<file path="config.mk">
export PLATFORM = sky130hd
export DESIGN_NAME = vram_console_writer
export DESIGN_NICKNAME = d
export VERILOG_FILES = /design/src/rtl/ntsc_osd_pkg.sv /design/src/rtl/vram_clear_seq.sv /design/src/rtl/vram_console_writer.sv
export SDC_FILE = /design/constraint.sdc
export NUM_CORES = 1
export LEC_CHECK = 0
export CAP_MARGIN = 20
export CORE_MARGIN = 4
export CORE_UTILIZATION = 54
export CTS_CLUSTER_SIZE = 20
export DETAILED_ROUTE_END_ITERATION = 12
export PLACE_DENSITY = 0.8
export SLEW_MARGIN = 0
export SYNTH_ARGS = -nofsm -noshare
export SYNTH_HDL_FRONTEND = slang
export SYNTH_HIERARCHICAL = 1
export SYNTH_SLANG_ARGS = --single-unit
</file>
<file path="constraint.sdc">
create_clock -name CK_i -period 3.8 [get_ports CK_i]
set_input_delay 0.95 -clock CK_i [delete_from_list [all_inputs] [get_ports CK_i]]
set_output_delay 0.95 -clock CK_i [all_outputs]
set_load 0.01 [all_outputs]
</file>
<file path="src/rtl/ntsc_osd_pkg.sv">
// Shared definitions for the NTSC OSD text path: control codes, printable range,
// VRAM geometry and the console writer state encoding.
package ntsc_osd_pkg;

  localparam int VRAM_COLS = 32;
  localparam int VRAM_ROWS = 32;
  localparam int VRAM_AW   = 10;
  localparam int COL_W     = $clog2(VRAM_COLS);
  localparam int ROW_W     = $clog2(VRAM_ROWS);

  localparam logic [7:0] CC_BS = 8'h08;
  localparam logic [7:0] CC_LF = 8'h0A;
  localparam logic [7:0] CC_FF = 8'h0C;
  localparam logic [7:0] CC_CR = 8'h0D;

  localparam logic [7:0] PRINT_MIN = 8'h20;
  localparam logic [7:0] PRINT_MAX = 8'h7E;

  typedef enum logic [1:0] {
    IDLE     = 2'd0,
    CLR_LINE = 2'd1,
    CLR_ALL  = 2'd2
  } state_e;

  function automatic logic is_printable(input logic [7:0] code);
    return (code >= PRINT_MIN) && (code <= PRINT_MAX);
  endfunction

endpackage

</file>
<file path="src/rtl/vram_clear_seq.sv">
// Counter-based blank-fill address sequencer, shared by the single-row and
// whole-screen clear states. Reset leaves it armed for a whole-screen clear.
module vram_clear_seq
  import ntsc_osd_pkg::*;
(
  input  logic               clk,
  input  logic               rst,
  input  logic               ce,
  input  logic               start,
  input  logic               all_mode,
  input  logic               step,
  input  logic [ROW_W-1:0]   row,
  output logic [VRAM_AW-1:0] addr,
  output logic               last
);

  logic [VRAM_AW-1:0] cnt_r;
  logic               all_r;
  logic [ROW_W-1:0]   row_r;

  // Load on start, advance one cell per issued clear write
  always_ff @(posedge clk) begin
    if (rst) begin
      cnt_r <= {VRAM_AW{1'b0}};
      all_r <= 1'b1;
      row_r <= {ROW_W{1'b0}};
    end else if (ce) begin
      if (start) begin
        cnt_r <= {VRAM_AW{1'b0}};
        all_r <= all_mode;
        row_r <= row;
      end else if (step) begin
        cnt_r <= cnt_r + VRAM_AW'(1);
      end else begin
        cnt_r <= cnt_r;
      end
    end else begin
      cnt_r <= cnt_r;
    end
  end

  assign addr = all_r ? cnt_r : {row_r, cnt_r[COL_W-1:0]};
  assign last = all_r ? (cnt_r == {VRAM_AW{1'b1}})
                      : (cnt_r[COL_W-1:0] == {COL_W{1'b1}});

endmodule

</file>
<file path="src/rtl/vram_console_writer.sv">
// Text-console front end: turns an ASCII byte stream into character generator
// VRAM writes, tracking the cursor, clearing lines and scrolling the view.
module vram_console_writer
  import ntsc_osd_pkg::*;
#(
  parameter int         C_VIS_ROWS = 24,
  parameter logic [7:0] C_BLANK    = 8'h20
)
(
  input  logic               CK_i,
  input  logic               RST_i,
  input  logic               CK_EE_i,
  input  logic [7:0]         DATs_i,
  input  logic               VALID_i,
  output logic               READY_o,
  output logic [7:0]         VRAM_WDs_o,
  output logic [VRAM_AW-1:0] VRAM_WAs_o,
  output logic               VRAM_WE_o,
  output logic [7:0]         V_SCROLLs_o,
  output logic [4:0]         CUR_COLs_o,
  output logic [4:0]         CUR_ROWs_o,
  output logic               BUSY_o
);

  // A view of 32 rows truncates to 0: scroll once the cursor laps the top row
  localparam logic [ROW_W-1:0] VIS_MOD = ROW_W'(C_VIS_ROWS);

  state_e             state_r, state_s;
  logic [COL_W-1:0]   col_r, col_s;
  logic [ROW_W-1:0]   row_r, row_s;
  logic [ROW_W-1:0]   top_r, top_s;
  logic               pend_r, pend_s;
  logic               we_r, we_s;
  logic [VRAM_AW-1:0] wa_r, wa_s;
  logic [7:0]         wd_r, wd_s;

  logic               nl_s;
  logic [ROW_W-1:0]   row_inc_s;
  logic [ROW_W-1:0]   diff_s;
  logic               seq_start_s;
  logic               seq_all_s;
  logic               seq_step_s;
  logic [ROW_W-1:0]   seq_row_s;
  logic [VRAM_AW-1:0] seq_addr_s;
  logic               seq_last_s;

  assign row_inc_s = row_r + ROW_W'(1);
  assign diff_s    = row_inc_s - top_r;

  vram_clear_seq u_clear_seq (
    .clk      (CK_i),
    .rst      (RST_i),
    .ce       (CK_EE_i),
    .start    (seq_start_s),
    .all_mode (seq_all_s),
    .step     (seq_step_s),
    .row      (seq_row_s),
    .addr     (seq_addr_s),
    .last     (seq_last_s)
  );

  // Next-state, cursor and write-port decode
  always_comb begin
    state_s     = state_r;
    col_s       = col_r;
    row_s       = row_r;
    top_s       = top_r;
    pend_s      = pend_r;
    we_s        = 1'b0;
    wa_s        = wa_r;
    wd_s        = wd_r;
    seq_start_s = 1'b0;
    seq_all_s   = 1'b0;
    seq_step_s  = 1'b0;
    nl_s        = 1'b0;

    case (state_r)
      IDLE: begin
        if (VALID_i) begin
          if (is_printable(DATs_i)) begin
            we_s = 1'b1;
            wa_s = {row_r, col_r};
            wd_s = DATs_i;
            if (col_r == {COL_W{1'b1}}) begin
              col_s = {COL_W{1'b0}};
              nl_s  = 1'b1;
            end else begin
              col_s = col_r + COL_W'(1);
            end
          end else if (DATs_i == CC_CR) begin
            col_s = {COL_W{1'b0}};
          end else if (DATs_i == CC_LF) begin
            nl_s = 1'b1;
          end else if (DATs_i == CC_BS) begin
            if (col_r != {COL_W{1'b0}}) begin
              col_s = col_r - COL_W'(1);
            end else begin
              col_s = col_r;
            end
          end else if (DATs_i == CC_FF) begin
            state_s     = CLR_ALL;
            seq_start_s = 1'b1;
            seq_all_s   = 1'b1;
            col_s       = {COL_W{1'b0}};
            row_s       = {ROW_W{1'b0}};
            top_s       = {ROW_W{1'b0}};
            pend_s      = 1'b0;
          end else begin
            col_s = col_r;
          end
        end else begin
          state_s = IDLE;
        end
      end
      CLR_LINE, CLR_ALL: begin
        seq_step_s = 1'b1;
        we_s       = 1'b1;
        wa_s       = seq_addr_s;
        wd_s       = C_BLANK;
        if (seq_last_s) begin
          state_s = IDLE;
          // The view scrolls together with the final blank of the new line
          if (pend_r) begin
            top_s  = top_r + ROW_W'(1);
            pend_s = 1'b0;
          end else begin
            top_s = top_r;
          end
        end else begin
          state_s = state_r;
        end
      end
      default: begin
        state_s     = CLR_ALL;
        seq_start_s = 1'b1;
        seq_all_s   = 1'b1;
      end
    endcase

    if (nl_s) begin
      row_s       = row_inc_s;
      pend_s      = (diff_s == VIS_MOD);
      state_s     = CLR_LINE;
      seq_start_s = 1'b1;
      seq_all_s   = 1'b0;
      seq_row_s   = row_inc_s;
    end else begin
      seq_row_s   = row_r;
    end
  end

  // State and output registers; reset forces a full-screen clear
  always_ff @(posedge CK_i) begin
    if (RST_i) begin
      state_r <= CLR_ALL;
      col_r   <= {COL_W{1'b0}};
      row_r   <= {ROW_W{1'b0}};
      top_r   <= {ROW_W{1'b0}};
      pend_r  <= 1'b0;
      we_r    <= 1'b0;
      wa_r    <= {VRAM_AW{1'b0}};
      wd_r    <= C_BLANK;
    end else if (CK_EE_i) begin
      state_r <= state_s;
      col_r   <= col_s;
      row_r   <= row_s;
      top_r   <= top_s;
      pend_r  <= pend_s;
      we_r    <= we_s;
      wa_r    <= wa_s;
      wd_r    <= wd_s;
    end else begin
      state_r <= state_r;
    end
  end

  assign READY_o     = (state_r == IDLE);
  assign BUSY_o      = (state_r != IDLE);
  assign VRAM_WE_o   = we_r;
  assign VRAM_WAs_o  = wa_r;
  assign VRAM_WDs_o  = wd_r;
  assign V_SCROLLs_o = {top_r, 3'b000};
  assign CUR_COLs_o  = col_r;
  assign CUR_ROWs_o  = row_r;

endmodule

</file>
==> results.yml, run 1 <==
placement:
  placed_cell_area_sq_um: 3710
  dp_slack_ns: 0.193
  numPortBuffers: 47
  place.gp.congestion: 0.879
  hpwl_um: 5560
  dp.cells: 492
power:
  p_leak_nw: 1.44
  irDropWorstVdd_mv: 0.231
  power_mw: 1.07
  powerDensity_nw_per_um2: 279
global_routing:
  antenna_found_initial: 0
  grt-ovfl-total: 0
  grt_start_max_net_pins: 24
  grt_pass1_vias: 2817
  grt_pass1_wl_um: 13200
  grt_usage_pct: 21.8
sta:
  min_period_ns: 3.28
  tns_ns: 0
  setup_ws_ns: 0.515
  slew_viol_final: 0
  slew_headroom_pct: 46.3
  tightestPinTransition_ns: 0.804
  period_share_pct: 86.4
  setup_viol: 0
  hold_ws_ns: 0.458
  fin_skew_ns: 0.00712
  fmax_mhz: 304
  grt_setup_unrepaired: "false"
  hold_viol: 0
route:
  avgRoutedWirePerCell_um: 15.2
  initialDrtViolationCount: 205
  antenna_left: 0
  viasPerCell: 5.87
  route.detailed.drc: 0
  dr.pass1.iters: 4
  wl_um: 7580
  vias: 2933
synthesis:
  synthArstFlopShare_pct: 0
  ys.flop_type: "dfxtp_1"
  yosys.area.top_type: "dfxtp_1"
  ys_seq_area_share_pct: 33.1
  ys_ff_latch: 53
  synth_warnings: 6
  synthTopCellsByArea: "dfxtp_1 33%, ha_1 6.2%, a21oi_1 4.7%, mux2i_1 3.7%, nand2_1 3.6%"
  synth_edf_count: 0
  yosys.area.top_type_share_pct: 33.1
  synthCells: 386
  ys_types: 64
  syn_area_sq_um: 3210
  avgSynthCellArea_sq_um: 8.30
min_path:
  hp-class: "reg2reg"
clock_network:
  numClockSinks: 53
  h-tree-depth: 2
  cts_tree: "yes"
  cts_hold_buf: 0
  clkTransAtPathRegs_ns: 0.10
  cts_resized: 0
  cts_root_buf: "clkbuf_8"
  cts_buffers: 5
  clock_path_buffers: 2
  post_cts_buffers: 0
  clkLatencyLatePin_ns: 0.30
final_layout:
  area_growth_pct: 19.5
  finalNonFillerCells: 500
  final_area_sq_um: 3830
  final_util_pct: 67.9
  final_cell_mix: "53 x dfxtp_1, 47 x clkdlybuf4s50_1, 31 x nand2_1"
  layout_commonest_cell: "dfxtp_1"
  fin_nets: 455
  final_layout_size_suffix_gt1_share_pct: 9.11
  antenna_cells: 0
floorplan:
  initial_core_util_pct: 56.8
  fp.dieArea_sq_um: 7230
  rows: 27
  fp.dieW_um: 85.0
  core_area_sq_um: 5640
  ios: 51
  die_h_um: 85.0
setup_path:
  cp_max_fo: 12
  crit_cells: 9
  crit_family: "compound AO/OA/AOI/OAI gates"
  reg2reg_to: "u_clear_seq/cnt_r[5]"
  path_buf_inv: 2
  path_cells: "clkdlybuf4s50_1 > and3_1 > a21o_1 > o22a_1 > inv_2 > or2_2 > a21oi_1 > nand2b_1 > o41ai_1"
  crit_path_start: "DATs_i[0]"
  setup.worst_path.start_class: "input port"
  rrSetupSlack_ns: 1.17
  slowest_delay_ns: 0.60
  cp-end-kind: "flip-flop"
  r2r_cells: 10
  cp.arrival_ns: 3.49
  worstSetupPathType: "in2reg"
  r2r_start: "CUR_COLs_o[1]"
  cp.required_ns: 4.00
  crit_end: "u_clear_seq/cnt_r[8]"
  cpMaxStageDelayCell: "clkdlybuf4s50_1"
outcome:
  status: "finished, final reports clean"
job:
  max-cap-violations: 0
Yosys cell counts, drive strengths merged (3+ instances only):
library cell  number
a211oi            14
a21oi             33
and3               6
buf               14
clkbuf            11
dfxtp             53
ha                16
inv               19
mux2               5
mux2i             12
nand2             32
nand2b            13
nand3             19
nand3b             8
nand4              6
nor2              22
nor2b              6
nor3               6
nor4               6
o21ai             23
o31ai              3
o32ai              3
or3                3
xnor2              6
xor2               5
logic make-up (layout without fill, tap and decap cells):
kind of cell / after synthesis / count (layout) / synth area share (%)
and+or+nand+nor: 145 / 145 / 24.9
AOI/OAI and AO/OA: 99 / 99 / 20.6
DFF: 53 / 53 / 33.1
buffers and inverters: 44 / 84 / 6.52
muxes: 17 / 17 / 5.50
adders and majority gates: 16 / 16 / 6.25
xor gates and xnor gates: 11 / 11 / 3.01
other: 1 / 3 / 0.117
per-layer routing:
layer  GRT usage (%)  wire, um  share of wire (%)
met2            35.3      3590                 47
met1            30.0      3570                 47
met4            4.32        34               0.45
met3            4.47       391                5.2
met5               0         0                  0
layout make-up:
| cell class | count | area (sq um) |
|---|---|---|
| multi-input cells | 291 | 1940 |
| fillers | 465 | 1810 |
| flip-flops and latches | 53 | 1060 |
| repair buffers | 57 | 546 |
| well taps | 72 | 90.1 |
| clock buffers | 6 | 82.6 |
| inverters | 19 | 71.3 |
| clock inverters | 2 | 37.5 |
worst register-to-register path, cell delays in order, from the launching register on:
cell     delay [ns]
dfxtp_1        0.48
ha_1           0.21
and3_1         0.16
ha_1           0.24
nand2_1        0.07
o22a_1         0.29
inv_2          0.08
or2_2          0.24
o21ai_2        0.17
or4_4          0.51
a21oi_2        0.14
flip-flops by register name (all words and copies together) (netlist names):
register,cells
VRAM_WAs_o,10
u_clear_seq/cnt_r,10
VRAM_WDs_o,8
CUR_COLs_o,5
CUR_ROWs_o,5
top_r,5
u_clear_seq/row_r,5
state_r,2
VRAM_WE_o,1
pend_r,1
u_clear_seq/all_r,1
report_power, final:
part           internal [mW]  switching (mW)  total [mW]
logic                 0.0405          0.0518      0.0922
clock network          0.215           0.190       0.405
registers              0.564         0.00686       0.571
total                  0.819           0.249        1.07
how the worst min path moves through the flow:
stage | to | start | depth (start not counted) | slack (ns)
2_1_floorplan | u_clear_seq/row_r[0] | u_clear_seq/row_r[0] | 2 | 0.43
3_3_place_gp | VRAM_WDs_o[4] | VRAM_WDs_o[4] | 2 | 0.44
3_5_place_dp | u_clear_seq/row_r[0] | u_clear_seq/row_r[0] | 2 | 0.44
4_1_cts | u_clear_seq/row_r[0] | u_clear_seq/row_r[0] | 2 | 0.46
5_1_grt | VRAM_WDs_o[6] | VRAM_WDs_o[6] | 2 | 0.48
6_report | u_clear_seq/row_r[0] | u_clear_seq/row_r[0] | 2 | 0.46
No activity file was read; power rests on OpenSTA's default activity.
==> inputs of run 2 (changes only) <==
CORE_UTILIZATION = 36   (was 54)
PLACE_DENSITY = unset   (was 0.8)
==> run 2 against run 1 <==
Fmax decreased by 0.71%; highest routed layer unchanged; routed wire length grew 5.3%; setup slack worse by 0.024 ns; critical path depth did not move; largest power group unchanged; via count is 3.2% lower; die area is 45% higher; power is 6.8% lower.
==> results.yml, run 2 (same netlist as run 1, synthesis figures left out) <==
final_layout:
  fin_nets: 451
  final_cell_mix: "53 x dfxtp_1, 46 x clkdlybuf4s50_1, 31 x nand2_1"
  area_growth_pct: 19.0
  final_area_sq_um: 3810
  final_layout_size_suffix_gt1_share_pct: 8.49
  antenna_cells: 0
  fillers: 901
  finalNonFillerCells: 532
  layout_commonest_cell: "dfxtp_1"
global_routing:
  grt_pass1_wl_um: 13500
  grt_start_max_net_pins: 55
  grt_pass1_vias: 2803
  antenna_found_initial: 0
  grt-ovfl-total: 0
  grt_usage_pct: 16.0
placement:
  numPortBuffers: 47
  place.gp.congestion: 0.832
  hpwl_um: 5750
  placed_cell_area_sq_um: 3720
  dp.cells: 524
setup_path:
  worstSetupPathType: "in2reg"
  setup.worst_path.start_class: "input port"
  cp_max_fo: 12
  cp.required_ns: 4.02
  cp-end-kind: "flip-flop"
  cp.arrival_ns: 3.52
power:
  p_leak_nw: 1.41
  power_switching_mw: 0.260
  swShare_pct: 26.1
  intPower_mw: 0.736
  pwr-share-comb_pct: 8.9
  irDropWorstVdd_mv: 0.147
  power_mw: 0.996
  clkPwrFrac_pct: 33.8
  powerDensity_nw_per_um2: 261
  power_frac_seq_pct: 57.3
floorplan:
  fp.dieW_um: 102
  initial_core_util_pct: 36.9
  rows: 34
  fp.dieArea_sq_um: 10500
  die_h_um: 102
  core_area_sq_um: 8680
  ios: 51
sta:
  period_share_pct: 87.1
  slew_headroom_pct: 34.0
  tns_ns: 0
  grt_setup_unrepaired: "false"
  hold_viol: 0
  setup_viol: 0
  fmax_mhz: 302
  slew_viol_final: 0
  fin_skew_ns: 0.0105
  min_period_ns: 3.31
  tightestPinTransition_ns: 0.989
clock_network:
  clkLatencyLatePin_ns: 0.31
  cts_buffers: 5
  cts_tree: "yes"
  h-tree-depth: 2
  cts_root_buf: "clkbuf_8"
  cts_hold_buf: 0
  numClockSinks: 53
  post_cts_buffers: 0
  cts_resized: 0
  clkTransAtPathRegs_ns: 0.11
  clock_path_buffers: 2
route:
  initialDrtViolationCount: 178
  vias: 2840
  antenna_left: 0
  avgRoutedWirePerCell_um: 15.0
  route.detailed.drc: 0
  wl_um: 7990
  dr.pass1.iters: 5
  viasPerCell: 5.34
outcome:
  status: "finished, final reports clean"
min_path:
  hp-class: "reg2reg"
job:
  max-cap-violations: 0
-- run 2: cell count changes in the layout (fill, tap and decap cells not counted), sizes merged --
| cell | previous run | this run |
|---|---|---|
| bufinv | 1 | 0 |
| clkdlybuf4s50 | 47 | 46 |
| buf | 10 | 7 |
| clkinv | 0 | 1 |
| inv | 19 | 20 |
| clkbuf | 6 | 5 |
-- run 2: critical path, stage by stage --
cell             delay [ns]
clkdlybuf4s50_1        0.54
and4_2                 0.27
a21o_1                 0.26
o22a_1                 0.31
inv_2                  0.06
or2_2                  0.40
a21oi_1                0.38
nand2b_1               0.10
o41ai_1                0.25
-- run 2: path summary, 6_finish.rpt --
path / startpoint / endpoint / slack, ns / cells after the start
hold / removal: VRAM_WDs_o[3] / VRAM_WDs_o[3] / 0.46 / 2
hold reg to reg: VRAM_WDs_o[3] / VRAM_WDs_o[3] / 0.46 / 2
setup reg to reg: CUR_COLs_o[0] / u_clear_seq/cnt_r[8] / 1.10 / 10
setup / recovery: DATs_i[5] / u_clear_seq/cnt_r[8] / 0.49 / 9
-- run 2: area by class of cell --
| type | instances | area [sq um] | area share [%] |
|---|---|---|---|
| Tap cell | 108 | 135 | 3.54 |
| Clock inverter | 3 | 25.0 | 0.656 |
| Timing Repair Buffer | 53 | 510 | 13.4 |
| Clock buffer | 5 | 68.8 | 1.80 |
| Sequential cell | 53 | 1060 | 27.8 |
| Multi-Input combinational cell | 291 | 1940 | 50.9 |
| Inverter | 19 | 71.3 | 1.87 |
-- run 2: stage by stage --
stage          setup WS (ns)  hold slack, ns  utilization, %
2_1_floorplan          0.859           0.434               -
3_3_place_gp           0.285           0.442            42.9
3_5_place_dp           0.210           0.447            42.9
4_1_cts                0.547           0.462            44.0
5_1_grt                0.318           0.485            44.0
6_report               0.492           0.458            44.0
-- run 2: power by group through the flow --
stage / registers [mW] / clock network (mW) / logic, mW
4_1_cts: 0.571 / 0.352 / 0.0891
5_1_grt: 0.572 / 0.365 / 0.0995
2_1_floorplan: 0.585 / 0 / 0.0489
3_5_place_dp: 0.583 / 0 / 0.0886
3_3_place_gp: 0.583 / 0 / 0.0877
6_report: 0.570 / 0.336 / 0.0891
-- run 2: routing by layer --
metal  global-route usage [%]  routed length (um)  up-vias
met3                     2.39                 253        6
met5                        0                   0        -
met4                     3.63                  75        0
met1                     22.9                4010     1322
met2                     25.6                3650       48
li1                         -                   -     1464
